<file path="config.mk">
export PLATFORM = sky130hd
export DESIGN_NAME = pkt_hdr_split
export DESIGN_NICKNAME = d
export VERILOG_FILES = /design/src/rtl/pkt_split_pkg.sv /design/src/rtl/axis_out_slice.sv /design/src/rtl/pkt_hdr_split.sv
export SDC_FILE = /design/constraint.sdc
export NUM_CORES = 2
export LEC_CHECK = 0
export CELL_PAD_IN_SITES_DETAIL_PLACEMENT = 1
export CELL_PAD_IN_SITES_GLOBAL_PLACEMENT = 1
export CORE_AREA = 2 2 686 688
export DETAILED_ROUTE_END_ITERATION = 8
export DIE_AREA = 0 0 688 690
export DONT_BUFFER_PORTS = 1
export PLACE_DENSITY = 0.3
export RECOVER_POWER = 50
export SYNTH_ARGS = -nofsm -noshare
export SYNTH_HDL_FRONTEND = slang
export SYNTH_SLANG_ARGS = --single-unit
</file>
<file path="constraint.sdc">
create_clock -name clk -period 53.3 [get_ports clk]
set_input_delay 10.66 -clock clk [delete_from_list [all_inputs] [get_ports clk]]
set_output_delay 10.66 -clock clk [all_outputs]
set_load 0.05 [all_outputs]
</file>
<file path="src/rtl/pkt_split_pkg.sv">
// Shared types and sizing helpers for the header/payload splitter.
package pkt_split_pkg;

  typedef enum logic [1:0] {HDR, PLD, DROP} state_t;

  localparam int TRUNC_CNT_W = 16;
  localparam int DEF_SEQ_W   = 8;

  // Layout of the metadata word at its default width; the top packs the same fields generically.
  typedef struct packed {
    logic                 has_payload;
    logic [DEF_SEQ_W-1:0] seq;
  } meta_t;

  function automatic int beat_cnt_w(input int max_beats);
    return $clog2(max_beats + 1);
  endfunction

endpackage

</file>
<file path="src/rtl/axis_out_slice.sv">
// One-entry AXI-Stream output register slice with an optional sideband user field.
module axis_out_slice #(
  parameter int DATA_W = 512,
  parameter int KEEP_W = 64,
  parameter int USER_W = 1
) (
  input  logic              clk,
  input  logic              rst,
  input  logic              load,
  input  logic [DATA_W-1:0] in_data,
  input  logic [KEEP_W-1:0] in_keep,
  input  logic              in_last,
  input  logic [USER_W-1:0] in_user,
  output logic [DATA_W-1:0] out_data,
  output logic [KEEP_W-1:0] out_keep,
  output logic              out_last,
  output logic [USER_W-1:0] out_user,
  output logic              out_valid,
  input  logic              out_ready,
  output logic              slot_free
);

  // The parent only asserts load when slot_free is high, so a held beat is never overwritten.
  assign slot_free = !out_valid || out_ready;

  always_ff @(posedge clk or posedge rst) begin
    if (rst) begin
      out_valid <= 1'b0;
      out_data  <= '0;
      out_keep  <= '0;
      out_last  <= 1'b0;
      out_user  <= '0;
    end else if (load) begin
      out_valid <= 1'b1;
      out_data  <= in_data;
      out_keep  <= in_keep;
      out_last  <= in_last;
      out_user  <= in_user;
    end else if (out_ready) begin
      out_valid <= 1'b0;
    end
  end

endmodule

</file>
<file path="src/rtl/pkt_hdr_split.sv">
// Splits each packet into a single-beat header (with {has_payload, seq} metadata)
// and a payload stream, truncating payloads longer than MAX_PLD_BEATS.
module pkt_hdr_split
  import pkt_split_pkg::*;
#(
  parameter int TDATA_NUM_BYTES      = 64,
  parameter int USER_META_DATA_WIDTH = 9,
  parameter int MAX_PLD_BEATS        = 143
) (
  input  logic                              clk,
  input  logic                              rst,
  input  logic [TDATA_NUM_BYTES*8-1:0]      s_axis_if_tx_tdata,
  input  logic [TDATA_NUM_BYTES-1:0]        s_axis_if_tx_tkeep,
  input  logic                              s_axis_if_tx_tvalid,
  input  logic                              s_axis_if_tx_tlast,
  output logic                              s_axis_if_tx_tready,
  output logic [TDATA_NUM_BYTES*8-1:0]      m_axis_hdr_tdata,
  output logic [TDATA_NUM_BYTES-1:0]        m_axis_hdr_tkeep,
  output logic                              m_axis_hdr_tvalid,
  output logic                              m_axis_hdr_tlast,
  input  logic                              m_axis_hdr_tready,
  output logic [USER_META_DATA_WIDTH-1:0]   user_metadata_out,
  output logic                              user_metadata_out_valid,
  output logic [TDATA_NUM_BYTES*8-1:0]      m_axis_pld_tdata,
  output logic [TDATA_NUM_BYTES-1:0]        m_axis_pld_tkeep,
  output logic                              m_axis_pld_tvalid,
  output logic                              m_axis_pld_tlast,
  input  logic                              m_axis_pld_tready,
  output logic [TRUNC_CNT_W-1:0]            trunc_cnt
);

  localparam int DATA_W     = TDATA_NUM_BYTES * 8;
  localparam int SEQ_W      = USER_META_DATA_WIDTH - 1;
  localparam int BEAT_CNT_W = beat_cnt_w(MAX_PLD_BEATS);

  state_t                  state;
  logic [SEQ_W-1:0]        seq;
  logic [BEAT_CNT_W-1:0]   beat_cnt;
  logic [BEAT_CNT_W-1:0]   beat_cnt_inc;
  logic                    at_max;
  logic                    hdr_free;
  logic                    pld_free;
  logic                    accept;
  logic                    hdr_load;
  logic                    pld_load;
  logic                    pld_last_in;
  logic                    pld_user_unused;

  always_comb begin
    s_axis_if_tx_tready = 1'b1;
    case (state)
      HDR:     s_axis_if_tx_tready = hdr_free;
      PLD:     s_axis_if_tx_tready = pld_free;
      default: s_axis_if_tx_tready = 1'b1;
    endcase
  end

  assign accept       = s_axis_if_tx_tvalid && s_axis_if_tx_tready;
  assign hdr_load     = accept && (state == HDR);
  assign pld_load     = accept && (state == PLD);
  assign beat_cnt_inc = beat_cnt + BEAT_CNT_W'(1);
  // A beat that carries tlast at the limit ends the packet normally; only a non-last beat truncates.
  assign at_max       = (beat_cnt_inc == BEAT_CNT_W'(MAX_PLD_BEATS));
  assign pld_last_in  = s_axis_if_tx_tlast || at_max;

  always_ff @(posedge clk or posedge rst) begin
    if (rst) begin
      state     <= HDR;
      seq       <= '0;
      beat_cnt  <= '0;
      trunc_cnt <= '0;
    end else if (accept) begin
      case (state)
        HDR: begin
          seq <= seq + SEQ_W'(1);
          if (!s_axis_if_tx_tlast) begin
            beat_cnt <= '0;
            state    <= PLD;
          end
        end
        PLD: begin
          beat_cnt <= beat_cnt_inc;
          if (s_axis_if_tx_tlast) begin
            state <= HDR;
          end else if (at_max) begin
            state <= DROP;
            if (trunc_cnt != '1) trunc_cnt <= trunc_cnt + TRUNC_CNT_W'(1);
          end
        end
        DROP: begin
          if (s_axis_if_tx_tlast) state <= HDR;
        end
        default: state <= HDR;
      endcase
    end
  end

  axis_out_slice #(
    .DATA_W (DATA_W),
    .KEEP_W (TDATA_NUM_BYTES),
    .USER_W (USER_META_DATA_WIDTH)
  ) u_hdr_slice (
    .clk       (clk),
    .rst       (rst),
    .load      (hdr_load),
    .in_data   (s_axis_if_tx_tdata),
    .in_keep   (s_axis_if_tx_tkeep),
    .in_last   (1'b1),
    .in_user   ({~s_axis_if_tx_tlast, seq}),
    .out_data  (m_axis_hdr_tdata),
    .out_keep  (m_axis_hdr_tkeep),
    .out_last  (m_axis_hdr_tlast),
    .out_user  (user_metadata_out),
    .out_valid (m_axis_hdr_tvalid),
    .out_ready (m_axis_hdr_tready),
    .slot_free (hdr_free)
  );

  axis_out_slice #(
    .DATA_W (DATA_W),
    .KEEP_W (TDATA_NUM_BYTES),
    .USER_W (1)
  ) u_pld_slice (
    .clk       (clk),
    .rst       (rst),
    .load      (pld_load),
    .in_data   (s_axis_if_tx_tdata),
    .in_keep   (s_axis_if_tx_tkeep),
    .in_last   (pld_last_in),
    .in_user   (1'b0),
    .out_data  (m_axis_pld_tdata),
    .out_keep  (m_axis_pld_tkeep),
    .out_last  (m_axis_pld_tlast),
    .out_user  (pld_user_unused),
    .out_valid (m_axis_pld_tvalid),
    .out_ready (m_axis_pld_tready),
    .slot_free (pld_free)
  );

  assign user_metadata_out_valid = m_axis_hdr_tvalid;

endmodule

</file>
Word level (Yosys, flattened, before mapping)
Index checks and enable logic that the tools add are counted.

storage, ports and cells
  memory bits (read-only) = 0
  register bits after elaboration = 1199
  bits in writable memories = 0
  word-level logic and storage cells = 52
  bits in latches = 0
  output and inout bits = 1183
  memories kept = 0

cells by class
  eq/ne operators = 7
  shift-type cells = 0
  $lt $le $gt $ge = 0
  bitwise gates (word level) = 1
  div/mod/pow operators = 0
  multipliers = 0
  reduce and logical (&&, ||, !) cells = 16
  multiplexer cells = 12
  add/sub/neg operators = 3

operators by type and width
  operator                                                                count
  16-bit by 1-bit adder with 16-bit output (second input constant)        1
  8-bit by 1-bit adder with 8-bit output (second input constant)          2
  16-bit != test (second input constant)                                  1
  8-bit one-hot mux with 2 select lines                                   1
  8-bit equality test (second input constant)                             1
  2-bit two-way mux                                                       4
  8-bit two-way mux                                                       1
  2-bit one-hot mux with 3 select lines                                   1
  2-bit nonzero test                                                      3
  5-bit AND reduction                                                     1
  1-bit two-way mux                                                       4
  2-bit != test (second input constant)                                   2
  4-bit AND reduction                                                     1
  1-bit logical AND                                                       3
  1-bit logical OR                                                        3
  3-bit != test (second input constant)                                   1
  3-bit AND reduction                                                     1
  2-bit by 1-bit equality test with 1-bit output (second input constant)  1
  2-bit equality test (second input constant)                             1
  1-bit zero test                                                         2
  2-bit zero test                                                         1
  1-bit one-hot mux with 2 select lines                                   1
  2-bit AND reduction                                                     1
  1-bit NOT                                                               1

Depth between registers and ports, before layout
  depth in word-level cells = 6
  depth in mapped cells = 8
  gate-level depth less buffers = 7

By module
A second synthesis with hierarchy kept.

unflattened totals
  cells, all modules = 2648
  area, all modules = 45224.6 um^2

by module, submodules not included
  module                         instances  area each (um^2)  seq. area each (um^2)  cells each
  axis_out_slice at u_hdr_slice  1          21932.3           14689.1                1241
  axis_out_slice at u_pld_slice  1          21459.3           14488.9                1224
  pkt_hdr_split                  1          1833.0            850.8                  183

Least setup slack after synthesis
Ideal clock, no wire load.

  path kind = in2out
  from = input port m_axis_hdr_tready
  to = output port s_axis_if_tx_tready
  setup slack = 31192 ps
  arrival time = 11448 ps
  data required time = 42640 ps
  buffers on the path = 0
  cell stages on the path = 2
  cells stage by stage = or3b_2 a21o_1

between the ends
  word-level cells in the longest chain between the ends = 2

RTL lines
  item                                   line                  RTL
  from (decl)                            pkt_hdr_split.sv:21   input logic m_axis_hdr_tready,
  1-bit logical OR                       axis_out_slice.sv:24  assign slot_free = !out_valid || out_ready;
  1-bit one-hot mux with 2 select lines  pkt_hdr_split.sv:51   case (state)
  to (decl)                              pkt_hdr_split.sv:16   output logic s_axis_if_tx_tready,

No other way between the ends.

==> impl_metrics.tcl <==
set metrics [dict create \
    status "finished with violations" \
    crit_arrival_ns 25.49 \
    cp_top_family "buffers and inverters" \
    yosysWarnings 0 \
    synth_area_sq_um 45120 \
    finalCritPeriodShare 0.4622 \
    r2r-end "u_hdr_slice.out_data[111]" \
    clockBufferDepth 4 \
    cpPeakStageDelay_ns 4.74 \
    ctsResizeCount 0 \
    fp.coreArea_sq_um 466700 \
    grtUsageTotal 0.1341 \
    worstHoldEndpoint "seq[7]" \
    timing.fmax_mhz 40.59 \
    slowest_stage "clkbuf_1" \
    r2r_slack_ns 43.23 \
    hold_violations 0 \
    met1_length_um 113200 \
    failed_checks "capacitance limit, slew limit" \
    finalSetupViolCount 0 \
    mostFrequentLayoutCells "3500 x nand2_1, 1198 x dfrtp_1, 174 x clkbuf_16, 80 x clkbuf_1, 41 x buf_4" \
    ys_seq_area_frac 0.6650 \
    via_count 35820 \
    power_density_nw_per_um2 72.68 \
    crit_buf_inv 9 \
    route.met3.wl_um 43850 \
    syn_nets 5682 \
    drc 0 \
    hp-class "reg -> reg" \
    worstReg2RegStart "u_hdr_slice.out_valid" \
    clock_latency_ns 0.86 \
    numPortBuffers 0 \
    synth_cell_types 41 \
    gp_congestion 0.9410 \
    period_minus_slack_ns 24.64 \
    min_from "seq[7]" \
    cts_root_buffer "clkbuf_16" \
    ys_seq_elements 1199 \
    layout-drive-gt1-share 0.05512 \
    drt-total-wl_um 329700 \
    syn_area_per_cell_sq_um 8.854 \
    post_drt_wl_per_cell_um 28.79 \
    dieHeight_um 690 \
    start_util 0.09668 \
    crit_top_cell "buf_4" \
    final_common_cell "nand2_1" \
    path_cells "clkinvlp_2, clkbuf_1, clkbuf_1, buf_4, buf_4, buf_4, buf_4, buf_4, buf_4" \
    syn2layout_area_growth_pct 28.02 \
    holdPathStages 1 \
    synth_area_leader_cell "dfrtp_1" \
    detail_route.iter0.violations 2445 \
    avgViaCountPerCell 3.127 \
    finalPower_w 0.004198 \
    ctsHoldBuffers 0 \
    antenna_found_initial 145 \
    worst_clock_skew_ns 0.05073 \
    row_count 251 \
    path_clk_slew_ns 0.06 \
    wl_met2_um 163400 \
    rsz0062_at_grt "no" \
    crit_path_end_kind "asynchronous set/reset pin" \
    cts_setup_buffers 0 \
    nFillCells 55150 \
    startpoint_type "input pin" \
    overflow 0 \
    cts_tree "done" \
    multi_input_comb_area_sq_um 14010 \
    ioPinCount 1765 \
    maxSlewHeadroom -3.405 \
    maxCapViolCount 20 \
    synth_top_area_frac 0.6650 \
    critPathMaxFanout 112 \
    htreeDepth 4 \
    ir_drop_uv 22.15 \
    grt_pass1_wl_um 420300 \
    syn_inst 5096 \
    ant_nets 0 \
    cts_buffers 171 \
    ys_top_cells_by_area "dfrtp_1 66%, nand2_1 29%, clkbuf_1 1.7%" \
    worst_ep_required_time_ns 54.15 \
    final_nets 5650 \
    power_leakage_nw 28.03 \
    grt_pass1_vias 36610 \
    r2r_cells 7 \
    grt_max_degree 154 \
    worstSetupPathType "in -> async" \
    dr.pass1.iters 4 \
    setup-tns-final_ns 0 \
    tightest_slew_ns 6.608 \
    cts.sinks 1199 \
    die_area_sq_um 474700 \
    die_w_um 688 \
    slew_viol_final 1131 \
    hpwl_um 264300 \
    seqCellArea_sq_um 30010 \
    highest_layer "met5" \
]
==> per-layer routing <==
metal  GRT usage  up-vias
met4     0.03592       68
li1            -    15440
met3     0.07993      500
met2      0.2333     1519
met1      0.1346    18290
met5           0        -
==> power by group <==
group	leakage (nW)	switching (W)	internal (W)	total [W]
combinational	10.5	0.000276	0.000136	0.000412
clock	2.63	0.000478	0.000662	0.00114
sequential	14.9	0.00147	0.00118	0.00265
==> worst register-to-register path, stage by stage (launching register included) <==
cell	delay, ns
dfrtp_2	0.83
nor2b_1	0.32
or3_1	0.97
clkbuf_1	4.48
clkbuf_1	2.17
buf_12	0.62
nand2_1	0.46
nand2_1	0.11
==> cell type report <==
type                            instances  share of cell area
Antenna cell                           67            0.002903
Tap cell                             6198              0.1343
Sequential cell                      1199              0.5195
Inverter                                4           0.0002816
Multi-Input combinational cell       3627              0.2425
Timing Repair Buffer                   61            0.007473
Clock inverter                         28            0.005740
Clock buffer                          270             0.08734
==> cells in the mapped netlist <==
library cell	instances
a311oi_1	1
a21boi_0	1
or3b_2	1
nand3b_1	4
ha_1	4
inv_1	4
o21a_1	1
nor4_1	3
o41ai_1	2
nand4_1	13
and2_0	1
nor2_1	8
or3_1	2
buf_1	8
o31ai_1	2
buf_2	55
nand3_1	12
xor2_1	8
and3_2	1
a21oi_1	1
a2111oi_4	1
nand2b_1	4
nor4_2	1
nor2b_1	3
o21ai_0	15
buf_6	1
dfrtp_1	1199
buf_4	1
and3_1	7
nand2_1	3500
a31oi_1	2
nor3_1	5
clkbuf_1	201
a21o_1	2
xnor2_1	15
a22oi_1	1
and4bb_2	1
mux2_2	1
o21ai_1	1
and4_1	1
and3b_1	2
==> sequential cells by signal, indices dropped and copies added (netlist names) <==
register,flops
u_hdr_slice.out_last,1
beat_cnt,8
u_hdr_slice.out_keep,64
u_hdr_slice.out_valid,1
state,2
trunc_cnt,16
seq,8
u_pld_slice.out_keep,64
u_hdr_slice.out_user,9
u_hdr_slice.out_data,512
u_pld_slice.out_data,512
u_pld_slice.out_valid,1
u_pld_slice.out_last,1
==> stage by stage <==
stage	instance area [sq um]	setup slack, ns	hold WS [ns]	cells	utilization
global placement	52370	30.99	0.4727	11090	0.1122
finish	57760	28.66	0.4798	11450	0.1238
global route	57660	26.27	0.4904	11410	0.1235
floorplan	45120	8.862	0.4453	5096	-
detailed placement	52370	31.01	0.4785	11090	0.1122
CTS	57740	31.00	0.4880	11390	0.1237
==> worst max path at each step <==
| stage | from | end | slack [ns] | cells past startpoint |
|---|---|---|---|---|
| finish | rst | u_pld_slice.out_data[0] | 28.66 | 9 |
| global route | rst | u_pld_slice.out_data[7] | 26.27 | 9 |
| CTS | m_axis_hdr_tready | s_axis_if_tx_tready | 31.00 | 2 |
| detailed placement | m_axis_hdr_tready | s_axis_if_tx_tready | 31.01 | 2 |
| global placement | m_axis_hdr_tready | s_axis_if_tx_tready | 30.99 | 2 |
| floorplan | rst | beat_cnt[0] | 8.86 | 1 |
==> cell families after synthesis <==
| group | count (synthesis) | share of synthesized area |
|---|---|---|
| compound gates | 30 | 0.004520 |
| xor+xnor | 23 | 0.004465 |
| fa+ha+maj | 4 | 0.001109 |
| buf+inv | 270 | 0.02424 |
| flops | 1199 | 0.6650 |
| mux | 1 | 0.0002496 |
| simple gates | 3569 | 0.3005 |
No activity file was read; power rests on OpenSTA's default activity.
